[config.mk]
export PLATFORM = sky130hd
export DESIGN_NAME = rtc
export DESIGN_NICKNAME = d
export VERILOG_FILES = /design/src/rtl/rtc_pkg.sv /design/src/rtl/rtc_mod_counter.sv /design/src/rtl/rtc.sv
export SDC_FILE = /design/constraint.sdc
export NUM_CORES = 1
export LEC_CHECK = 0
export CAP_MARGIN = 20
export CELL_PAD_IN_SITES_DETAIL_PLACEMENT = 0
export CELL_PAD_IN_SITES_GLOBAL_PLACEMENT = 1
export CORE_MARGIN = 8
export CORE_UTILIZATION = 35
export DETAILED_ROUTE_END_ITERATION = 6
export PLACE_DENSITY_LB_ADDON = 0.1
export REMOVE_ABC_BUFFERS = 1
export SYNTH_ARGS = -nofsm -noshare
export SYNTH_HDL_FRONTEND = slang
export SYNTH_SLANG_ARGS = --single-unit
[constraint.sdc]
create_clock -name clk_1s -period 2.46 [get_ports clk_1s]
set_input_delay 0.369 -clock clk_1s [delete_from_list [all_inputs] [get_ports clk_1s]]
set_output_delay 0.369 -clock clk_1s [all_outputs]
set_load 0.01 [all_outputs]
[src/rtl/rtc_pkg.sv]
// Shared definitions for the rtc real-time clock: field limits, field width,
// the time-of-day struct and a binary-to-packed-BCD helper.
package rtc_pkg;

    localparam int unsigned SEC_MAX = 59;
    localparam int unsigned MIN_MAX = 59;
    localparam int unsigned HR_MAX  = 23;
    localparam int unsigned FIELD_W = 8;

    typedef struct packed {
        logic [FIELD_W-1:0] hours;
        logic [FIELD_W-1:0] minutes;
        logic [FIELD_W-1:0] seconds;
    } rtc_time_t;

    // Packs a value 0..99 as two BCD digits: tens in [7:4], units in [3:0].
    function automatic logic [FIELD_W-1:0] to_bcd(input int unsigned v);
        return {4'(v / 10), 4'(v % 10)};
    endfunction

endpackage

[src/rtl/rtc_mod_counter.sv]
// One time-of-day field: a modulo-(MAX+1) counter that counts either in plain
// binary or directly in packed BCD digits (BCD=1). tc_o flags value == MAX so
// the parent can chain the carry into the next field.
module rtc_mod_counter
    import rtc_pkg::*;
#(
    parameter int unsigned MAX = 59,
    parameter bit          BCD = 1'b0
) (
    input  logic               clk_i,
    input  logic               reset_i,
    input  logic               enable_i,
    output logic [FIELD_W-1:0] value_o,
    output logic               tc_o
);

    // Terminal value in the same encoding as the register.
    localparam logic [FIELD_W-1:0] MAX_ENC = BCD ? to_bcd(MAX) : FIELD_W'(MAX);

    // NOTE: the declaration initializer gives the power-up value of 0 so the
    // outputs read zero before the first reset edge; reset still clears it.
    logic [FIELD_W-1:0] value_q = '0;
    logic [FIELD_W-1:0] value_d;
    logic               illegal;

    assign value_o = value_q;
    assign tc_o    = (value_q == MAX_ENC);

    // Flag values outside the field's range (including a BCD units digit above 9).
    // With valid digits, packed BCD orders the same as the number it encodes.
    always_comb begin
        illegal = (value_q > MAX_ENC) || (BCD && (value_q[3:0] > 4'd9));
    end

    // Next-state: recover from illegal values, wrap at MAX, otherwise count.
    always_comb begin
        value_d = value_q;
        if (illegal) begin
            value_d = '0;
        end else if (enable_i) begin
            if (tc_o) begin
                value_d = '0;
            end else if (BCD && (value_q[3:0] == 4'd9)) begin
                value_d = {value_q[7:4] + 4'd1, 4'd0};
            end else begin
                value_d = value_q + 8'd1;
            end
        end
    end

    // Field register; synchronous reset wins over counting.
    // NOTE: sequential state uses non-blocking assignments so every field
    // samples the pre-edge values and the cascade updates in one edge.
    always_ff @(posedge clk_i) begin
        if (reset_i) begin
            value_q <= '0;
        end else begin
            value_q <= value_d;
        end
    end

endmodule

[src/rtl/rtc.sv]
// Free-running 24-hour time-of-day clock advanced by each rising edge of a
// 1 Hz clock. Fields are registered; encoding is plain binary by default and
// packed BCD when the macro RTC_BCD_EN is defined.
module rtc
    import rtc_pkg::*;
(
    input  logic               clk_1s,
    input  logic               reset,
    output logic [FIELD_W-1:0] seconds,
    output logic [FIELD_W-1:0] minutes,
    output logic [FIELD_W-1:0] hours
);

`ifdef RTC_BCD_EN
    localparam bit BCD_SEL = 1'b1;
`else
    localparam bit BCD_SEL = 1'b0;
`endif

    rtc_time_t now;
    logic      sec_en;
    logic      min_en;
    logic      hr_en;
    logic      sec_tc;
    logic      min_tc;
    logic      hr_tc_unused;   // day-wrap flag; nothing downstream consumes it

    // Carry chain: each field advances only when every lower field wraps.
    assign sec_en = 1'b1;
    assign min_en = sec_tc & sec_en;
    assign hr_en  = min_tc & min_en;

    rtc_mod_counter #(.MAX(SEC_MAX), .BCD(BCD_SEL)) u_sec (
        .clk_i    (clk_1s),
        .reset_i  (reset),
        .enable_i (sec_en),
        .value_o  (now.seconds),
        .tc_o     (sec_tc)
    );

    rtc_mod_counter #(.MAX(MIN_MAX), .BCD(BCD_SEL)) u_min (
        .clk_i    (clk_1s),
        .reset_i  (reset),
        .enable_i (min_en),
        .value_o  (now.minutes),
        .tc_o     (min_tc)
    );

    rtc_mod_counter #(.MAX(HR_MAX), .BCD(BCD_SEL)) u_hr (
        .clk_i    (clk_1s),
        .reset_i  (reset),
        .enable_i (hr_en),
        .value_o  (now.hours),
        .tc_o     (hr_tc_unused)
    );

    assign seconds = now.seconds;
    assign minutes = now.minutes;
    assign hours   = now.hours;

endmodule

==> impl_results.md, run 1 <==
* Status: finished, final reports clean
* Htree depth at 1
* Synth cell types at 33
* Startpoint types: flip-flop
* Antenna-violating nets left at 0
* DRT Pass-1 Iters at 4
* CTS Hold Bufs at 0
* Nets at between 100 and 150
* Remaining Overflow, GRT at 0
* EDFF count, synth at 0
* Crit Path Category: reg -> reg
* Final Wtd Congestion at roughly 0.8
* First-pass GRT wire length at between 4000 and 5000 um
* Final setup vio count at 0
* CTS clk-pin slew, worst paths at ~0.13 ns
* Clock Sinks at 24
* Worst-margin pin slew at 0.515 ns
* Number of instances in the placed design at about 160
* CTS Buffer Depth at 2
* HP Class: reg -> reg
* Final Cycle Share at 90.8%
* Mapped cell area at approximately 990 um^2
* CP Capture Type: flip-flop
* Core Area at 2710 um^2
* Initial drt markers at 44
* # diodes at 0
* Crit-path leading delay family: simple AND/OR/NAND/NOR gates
* Seq/Total Area, Yosys at roughly half
* Final Slew Violations at 0
* Via Count at 796
* CTS Root Cell: clkbuf_4
* Largest cells by area after synthesis: dfxtp_1 (49%), xnor2_1 (7.1%), nor2_1 (5.7%), ha_1 (3.8%), nor3_1 (3.5%)
* Yosys top cell by area: dfxtp_1
* Min-Delay Path Depth at 1
* Max VDD drop at ~380 uV
* Post-CTS Setup Bufs at 0
* CP Launch Point: u_sec.value_o[0]
* Final setup skew at 0.00318 ns
* Most common cell in the synthesized netlist: dfxtp_1
* Num rows at 19
* Setup TNS at 0 ns
* Filler cells at 265
* Ports at 26
* Fin crit period at approximately 2.2 ns
* Share of post-route cells with drive strength above 1 at ~8.2%
* Leak Pwr at approximately 0.45 nW
* RSZ-0062 raised after global routing: false
* # Max-Cap Violations at 0
* Ys flop type: dfxtp_1
* Horiz. Die Dim at 69.1 um
* Initial Util at 36.5%
* Worst-path cell with the longest stage delay: or4b_1
* Number of buffers created by CTS at 3
* CTS tree: done
* Highest Clock Rate at 448 MHz
* Vias in the first global route at 838
* Worst EP arrival at 2.44 ns
* Slew Limit Headroom at between 60% and 70%
* Hold wc startpoint: u_sec.value_o[0]
* #FFs+latches synth at 24
* Routed vias/inst at 4.82
* CP max FO at 10
* Async S/R FF share, synth at 0%
* Initial antenna violation count at 0
* Ys Warns at 0
* Final non-filler cell total at approximately 170
* DRC violations left at 0
* FF-to-FF Start: u_sec.value_o[0]
* PostCTS Resize Cnt at 0
* Routed WL at around 2300 um
* CP required at 2.67 ns
* Share of the synthesized area in the top cell type at between 40% and 50%
* Maximum number of pins on one net before global-route repair at 14
* Port buffer count at 25
* All-layer global routing usage at between 9 and 10%
* Post-synth top cells: dfxtp_1 (24), nor2_1 (15), xnor2_1 (8)
* Die area at approximately 4800 um^2
* Routed length per instance at 13.8 um
* Die Span Y at slightly below 70 um
* PD cells at approximately 480 nW/um^2
* Syn Inst Count at between 100 and 150
* DP HPWL at between 1500 and 2000 um
* Worst reg2reg path depth at 5
* Hold Fails Final Rpt at 0
* Critical Path, Cell by Cell: ha_1 > or4b_1 > nor4_1 > mux2i_1 > nor2_1
* Synth Area per Inst at 9.79 um^2
* Worst-Skew Late Latency at roughly 0.31 ns
* CP Depth at 5
* Crit-path max cell delay at 0.65 ns
* Crit path buffers/inverters at 0
* Area Growth Syn to Fin at 33.7%
sequential cells by signal, summed over array words and instances, names as in the netlist:
register and cells:
u_sec.value_o 8, u_min.value_o 8, u_hr.value_o 8
final cells by class:
class | instances | area (um^2) | area share (%)
Multi-Input combinational cell | 77 | 500 | 37.9
Sequential cell | 24 | 480 | 36.4
Clock buffer | 4 | 36.3 | 2.75
Tap cell | 31 | 38.8 | 2.94
Inverter | 4 | 15.0 | 1.14
Timing Repair Buffer | 25 | 250 | 18.9
cells in the final DEF (no fill, tap or decap), types with 2 or more instances in the layout:
cell type / synthesis / final
nand3_1: 5 / 5
clkbuf_4: 0 / 3
a211oi_1: 2 / 2
conb_1: 1 / 7
nand4_1: 2 / 2
nor2b_1: 3 / 3
inv_1: 4 / 4
mux2i_1: 2 / 2
nand2_1: 2 / 2
nor2_1: 15 / 15
xnor2_1: 8 / 8
nor4_1: 4 / 4
dfxtp_1: 24 / 24
nor3_1: 7 / 7
clkdlybuf4s50_1: 0 / 25
ha_1: 3 / 3
cells by family after synthesis:
kind of cell,count (synthesis),synth area share (%)
simple gates,45,25.6
flops,24,48.6
compound gates,10,7.47
xor+xnor,9,7.98
buf+inv,6,3.04
fa+ha+maj,3,3.80
mux,3,3.16
other cells,1,0.379
worst paths after layout:
| check | slack (ns) | to |
|---|---|---|
| setup / recovery | 0.23 | u_hr.value_o[4] |
| hold / removal | 0.48 | u_sec.value_o[0] |
| setup reg to reg | 0.23 | u_hr.value_o[4] |
| hold reg to reg | 0.48 | u_sec.value_o[0] |
routing by layer:
layer	routed length, um	GRT usage [%]
met3	159	3.72
met1	1050	11.3
met2	1060	15.9
met5	0	0
met4	20	5.24
report_power, final:
part / internal (W) / switching [W]
registers: 0.000396 / 0.00000438
clock network: 0.0000903 / 0.000114
logic: 0.0000149 / 0.0000122
total: 0.000501 / 0.000131
per-stage QoR:
stage                     setup WS, ns  power, W  hold WS (ns)  util (%)  instance area [um^2]
final                            0.227  0.000632         0.479      48.8                  1320
after global routing            0.0477  0.000667         0.519      48.8                  1320
after CTS                        0.218  0.000646         0.489      48.8                  1320
after detailed placement         0.270  0.000436         0.461      47.4                  1280
after global placement           0.305  0.000436         0.439      47.4                  1280
after floorplan                  0.401  0.000418         0.465         -                   996
No activity file was read; power rests on OpenSTA's default activity.
==> inputs of run 2 (changes only) <==
SYNTH_HIERARCHICAL = 1   (was unset)
==> run 2 against run 1 <==
Sequential share of layout area fell by 1.8 points. Power is 0.25% higher. Via count grew 13%. Largest cell class unchanged. Hold slack improved by 0.056 ns. Critical endpoint is now u_min/value_o[5]. Register-to-register slack better by 0.097 ns. Cell area grew 5.1%. Fmax increased by 4.6%.
==> impl_results.md, run 2 <==
* Status: finished, final reports clean (unchanged)
* Final setup skew at 0.0101 ns (was 0.00318 ns)
* Critical Path, Cell by Cell: ha_1 > nor4b_1 > nand2_1 > inv_1 > and3_1 > nand3_1 > or3b_1 > a31oi_1 (was ha_1 > or4b_1 > nor4_1 > mux2i_1 > nor2_1)
* Cell area after placement at 1350 um^2 (was 1280 um^2)
* Syn Inst Count at 117 (was 101)
* Synth Area per Inst at 9.00 um^2 (was 9.79 um^2)
* FF-to-FF Start: u_sec/value_o[0] (was u_sec.value_o[0])
* Clock network fraction of total power at 32.2% (was 32.4%)
* Vias in the first global route at 850 (was 838)
* CP max FO at 6 (was 10)
* Post-CTS Setup Bufs at 0 (unchanged)
* Initial drt markers at 32 (was 44)
* Startpoint types: flip-flop (unchanged)
* Die area at 5020 um^2 (was 4780 um^2)
* All-layer global routing usage at 8.84% (was 9.98%)
* Final setup vio count at 0 (unchanged)
* Clock Sinks at 24 (unchanged)
* Core Area at 2950 um^2 (was 2710 um^2)
* Routed length per instance at 11.9 um (was 13.8 um)
* Maximum number of pins on one net before global-route repair at 14 (unchanged)
* Ys Warns at 6 (was 0)
* Final instance area at 1390 um^2 (was 1320 um^2)
* Fin crit period at 2.14 ns (was 2.23 ns)
* Reg2reg end: u_min/value_o[5] (was u_hr.value_o[4])
* Crit-path leading delay family: simple AND/OR/NAND/NOR gates (unchanged)
* Top layer in use: met4 (unchanged)
* Port buffer count at 25 (unchanged)
* Die Span Y at 70.9 um (was 69.1 um)
* Worst hold path endpoint: u_hr/value_o[0] (was u_sec.value_o[0])
* # Max-Cap Violations at 0 (unchanged)
* CTS Root Cell: clkbuf_4 (unchanged)
* DP HPWL at 1660 um (was 1740 um)
* # diodes at 0 (unchanged)
* Mapped cell area at 1050 um^2 (was 988 um^2)
* DRT Pass-1 Iters at 4 (unchanged)
* PostCTS Resize Cnt at 0 (unchanged)
* CTS tree: done (unchanged)
* Worst-path cell with the longest stage delay: dfxtp_1 (was or4b_1)
* Max VDD drop at 224 uV (was 375 uV)
* Register share of total power at 63.1% (was 63.3%)
* Internal at 0.000501 W (about the same)
* Initial Util at 35.7% (was 36.5%)
* PD cells at 456 nW/um^2 (was 478 nW/um^2)
* Worst EP arrival at 2.39 ns (was 2.44 ns)
* Worst reg2reg path depth at 8 (was 5)
* First-pass GRT wire length at 3620 um (was 4060 um)
* Area Growth Syn to Fin at 31.8% (was 33.7%)
* Setup TNS at 0 ns (unchanged)
* Final Slew Violations at 0 (unchanged)
* HP Class: reg -> reg (unchanged)
* Highest Clock Rate at 468 MHz (was 448 MHz)
* Remaining Overflow, GRT at 0 (unchanged)
* Final Cycle Share at 86.8% (was 90.8%)
* Hold Fails Final Rpt at 0 (unchanged)
* Commonest non-fill, non-tap cells in the layout: clkdlybuf4s50_1 (25), dfxtp_1 (24), nor2_1 (13) (was clkdlybuf4s50_1 (25), dfxtp_1 (24), nor2_1 (15))
* CP required at 2.71 ns (was 2.67 ns)
* Metal3 WL at 195 um (was 159 um)
* Routed WL at 2180 um (was 2280 um)
* Crit Path Category: reg -> reg (unchanged)
* Most common cell after layout, fill and taps aside: clkdlybuf4s50_1 (unchanged)
* Via Count at 899 (was 796)
* CTS Buffer Depth at 2 (unchanged)
* Nets at 156 (was 140)
* Hold wc startpoint: u_hr/value_o[0] (was u_sec.value_o[0])
* Num rows at 20 (was 19)
* Final Wtd Congestion at 0.830 (was 0.777)
* CTS clk-pin slew, worst paths at 0.13 ns (about the same)
* Leak Pwr at 0.507 nW (was 0.451 nW)
* Antenna-violating nets left at 0 (unchanged)
* RSZ-0062 raised after global routing: false (unchanged)
* Worst-Skew Late Latency at 0.31 ns (about the same)
* Switch Pwr at 0.000133 W (was 0.000131 W)
* Crit-path max cell delay at 0.45 ns (was 0.65 ns)
* CP Capture Type: flip-flop (unchanged)
* Gate power share at 4.7% (was 4.3%)
* Htree depth at 1 (unchanged)
* Initial antenna violation count at 0 (unchanged)
* Routed vias/inst at 4.91 (was 4.82)
* DRC violations left at 0 (unchanged)
* Crit path buffers/inverters at 1 (was 0)
* Met2 wire len at 969 um (was 1060 um)
* Number of buffers created by CTS at 3 (unchanged)
* FF-to-FF setup slack at 0.32 ns (was 0.23 ns)
* Ports at 26 (unchanged)
* Horiz. Die Dim at 70.9 um (was 69.1 um)
* Sw Ratio at 20.9% (was 20.7%)
* Metal-1 WL at 997 um (was 1050 um)
* CTS Hold Bufs at 0 (unchanged)
* Share of post-route cells with drive strength above 1 at 4.67% (was 8.21%)
* Min-Delay Path Depth at 2 (was 1)
## run 2: stage by stage
stage	cells	utilization [%]	hold slack (ns)	total power, W	setup WS [ns]
after global routing	183	47.0	0.577	0.000661	0.0564
after CTS	183	47.0	0.545	0.000650	0.323
after global placement	179	45.8	0.508	0.000439	0.358
after floorplan	119	-	0.529	0.000420	0.356
after detailed placement	179	45.8	0.519	0.000438	0.360
final	183	47.0	0.535	0.000633	0.325
## run 2: area by class of cell
cell class / instances / area [um^2]
Inverter: 2 / 7.51
Sequential cell: 24 / 480
Multi-Input combinational cell: 93 / 558
Fill cell: 301 / 1560
Tap cell: 33 / 41.3
Clock buffer: 4 / 36.3
Timing Repair Buffer: 27 / 265
## run 2: worst register-to-register path, cell delays in order (launching register included)
cell and delay [ns]:
dfxtp_1 0.45, ha_1 0.25, nor4b_1 0.38, nand2_1 0.15, inv_1 0.10, and3_1 0.17
nand3_1 0.09, or3b_1 0.35, a31oi_1 0.15
## run 2: worst max path at each step
stage / from / to / slack, ns / depth (start not counted)
6_report: u_sec/value_o[0] / u_min/value_o[5] / 0.32 / 8
5_1_grt: u_sec/value_o[1] / u_min/value_o[5] / 0.06 / 8
4_1_cts: u_sec/value_o[0] / u_min/value_o[5] / 0.32 / 8
3_5_place_dp: u_sec/value_o[0] / u_min/value_o[5] / 0.36 / 8
3_3_place_gp: u_min/value_o[1] / u_hr/value_o[3] / 0.36 / 8
2_1_floorplan: u_sec/value_o[0] / u_min/value_o[5] / 0.36 / 8
## run 2: metal layers
metal	global-route usage [%]	vias to the layer above
met1	9.96	412
li1	-	460
met5	0	-
met3	3.53	2
met4	4.85	0
met2	13.9	25
## run 2: power groups by stage
stage                     clock network (W)  registers (W)    logic, W
final                              0.000204       0.000400   0.0000296
after global placement                    0       0.000409   0.0000299
after detailed placement                  0       0.000409   0.0000292
after floorplan                           0       0.000412  0.00000861
after global routing               0.000228       0.000401   0.0000325
after CTS                          0.000220       0.000400   0.0000294
==> inputs of run 3 (changes only) <==
clock period = 2.3 ns   (was 2.46 ns; I/O delays follow)
==> run 3 against run 2 <==
Power increased by 7.7%. Register-to-register slack lost 0.099 ns. Clock power rose by 8%. Cell count grew 1.6%. Worst setup slack got worse by 0.099 ns. Combinational power grew 13%. Hold slack improved by 0.0011 ns. Via count up 1.8%. Largest cell class unchanged. Highest routed layer unchanged.
==> impl_results.md, run 3 (synthesis gave the netlist of run 2 again) <==
* Status: finished, final reports clean (unchanged)
* DP HPWL at 1700 um (was 1660 um)
* Die Span Y at 70.9 um (unchanged)
* Filler cells at 288 (was 301)
* Final Wtd Congestion at 0.827 (was 0.830)
* Setup TNS at 0 ns (unchanged)
* Horiz. Die Dim at 70.9 um (unchanged)
* RSZ-0062 raised after global routing: false (unchanged)
* First-pass GRT wire length at 3640 um (was 3620 um)
* CTS clk-pin slew, worst paths at 0.13 ns (about the same)
* Initial drt markers at 44 (was 32)
* Ports at 26 (unchanged)
* Worst EP arrival at 2.32 ns (was 2.39 ns)
* Final instance area at 1420 um^2 (was 1390 um^2)
* Final setup skew at 0.00244 ns (was 0.0101 ns)
* Routed length per instance at 12.1 um (was 11.9 um)
* CTS Buffer Depth at 2 (unchanged)
* PD cells at 481 nW/um^2 (was 456 nW/um^2)
* Cell area after placement at 1380 um^2 (was 1350 um^2)
* Worst-Skew Late Latency at 0.31 ns (about the same)
* Leak Pwr at 0.523 nW (was 0.507 nW)
* Via Count at 915 (was 899)
* Max VDD drop at 242 uV (was 224 uV)
* All-layer global routing usage at 8.96% (was 8.84%)
* Maximum number of pins on one net before global-route repair at 14 (unchanged)
* Remaining Overflow, GRT at 0 (unchanged)
* DRC violations left at 0 (unchanged)
* Htree depth at 1 (unchanged)
* CP required at 2.55 ns (was 2.71 ns)
* Crit Path Category: reg -> reg (unchanged)
* Port buffer count at 25 (unchanged)
* Initial antenna violation count at 0 (unchanged)
* CTS Root Cell: clkbuf_4 (unchanged)
* CTS tree: done (unchanged)
* CTS Hold Bufs at 0 (unchanged)
* Clock Sinks at 24 (unchanged)
* Routed WL at 2250 um (was 2180 um)
* Commonest non-fill, non-tap cells in the layout: clkdlybuf4s50_1 (25), dfxtp_1 (24), nor2_1 (13) (unchanged)
* # diodes at 0 (unchanged)
* Initial Util at 35.7% (unchanged)
* Nets at 159 (was 156)
* Hold Fails Final Rpt at 0 (unchanged)
* # Max-Cap Violations at 0 (unchanged)
* Antenna-violating nets left at 0 (unchanged)
* Highest Clock Rate at 482 MHz (was 468 MHz)
* Core Area at 2950 um^2 (unchanged)
* Vias in the first global route at 820 (was 850)
* Num rows at 20 (unchanged)
* Final Cycle Share at 90.2% (was 86.8%)
* Most common cell after layout, fill and taps aside: clkdlybuf4s50_1 (unchanged)
* Final Slew Violations at 0 (unchanged)
* CP Capture Type: flip-flop (unchanged)
* Number of buffers created by CTS at 3 (unchanged)
* Fin crit period at 2.07 ns (was 2.14 ns)
* Routed vias/inst at 4.92 (was 4.91)
* CP max FO at 6 (unchanged)
* Area Growth Syn to Fin at 34.6% (was 31.8%)
* HP Class: reg -> reg (unchanged)
* Startpoint types: flip-flop (unchanged)
* DRT Pass-1 Iters at 4 (unchanged)
* Share of post-route cells with drive strength above 1 at 7.19% (was 4.67%)
* Final setup vio count at 0 (unchanged)
* Die area at 5020 um^2 (unchanged)
## run 3: changes by cell type in the layout (fill, tap and decap cells not counted), sizes merged
| cell | previous run | this run |
|---|---|---|
| buf | 2 | 5 |
## run 3: path summary, 6_finish.rpt
kind	to	cells past startpoint	startpoint	slack (ns)
setup / recovery	u_min/value_o[5]	8	u_sec/value_o[0]	0.23
hold / removal	u_hr/value_o[0]	2	u_hr/value_o[0]	0.54
setup reg to reg	u_min/value_o[5]	8	u_sec/value_o[0]	0.23
hold reg to reg	u_hr/value_o[0]	2	u_hr/value_o[0]	0.54
## run 3: report_power, final
group,switching [W],total [W],internal [W]
clock,0.000125,0.000221,0.0000967
sequential,0.00000469,0.000428,0.000423
combinational,0.0000165,0.0000335,0.0000170
total,0.000146,0.000683,0.000537
## run 3: layout make-up
cell class	instances	area [um^2]	share of cell area [%]
Clock buffer	4	36.3	2.56
Multi-Input combinational cell	93	564	39.8
Inverter	2	7.51	0.530
Sequential cell	24	480	33.9
Tap cell	33	41.3	2.91
Timing Repair Buffer	30	288	20.3
## run 3: metal layers
metal	share of wire, %	up-vias	GRT usage (%)
met5	0	-	0
met4	1.5	0	5.31
met3	8.4	4	3.25
met2	45	35	13.8
met1	45	409	10.4
li1	-	467	-
## run 3: per-stage QoR
step / hold WS (ns) / worst slack, ns / util [%] / instances / power [W]
2_1_floorplan: 0.529 / 0.196 / - / 119 / 0.000450
4_1_cts: 0.539 / 0.205 / 47.8 / 186 / 0.000694
5_1_grt: 0.567 / 0.000136 / 48.0 / 186 / 0.000707
3_5_place_dp: 0.517 / 0.252 / 46.6 / 182 / 0.000470
3_3_place_gp: 0.502 / 0.227 / 46.6 / 182 / 0.000470
6_report: 0.537 / 0.226 / 48.0 / 186 / 0.000683
## run 3: worst max-delay path, cell delays in order, from the launching register on
cell	delay, ns
dfxtp_1	0.36
ha_1	0.20
nor4b_1	0.35
nand2_1	0.13
inv_1	0.17
and3_1	0.20
nand3_1	0.09
or3b_1	0.35
a31oi_1	0.16
## run 3: timing repair
item,4_1_cts,5_1_grt
gates resized for setup,0,1
setup buffers,0,0
setup endpoints to repair,0,1
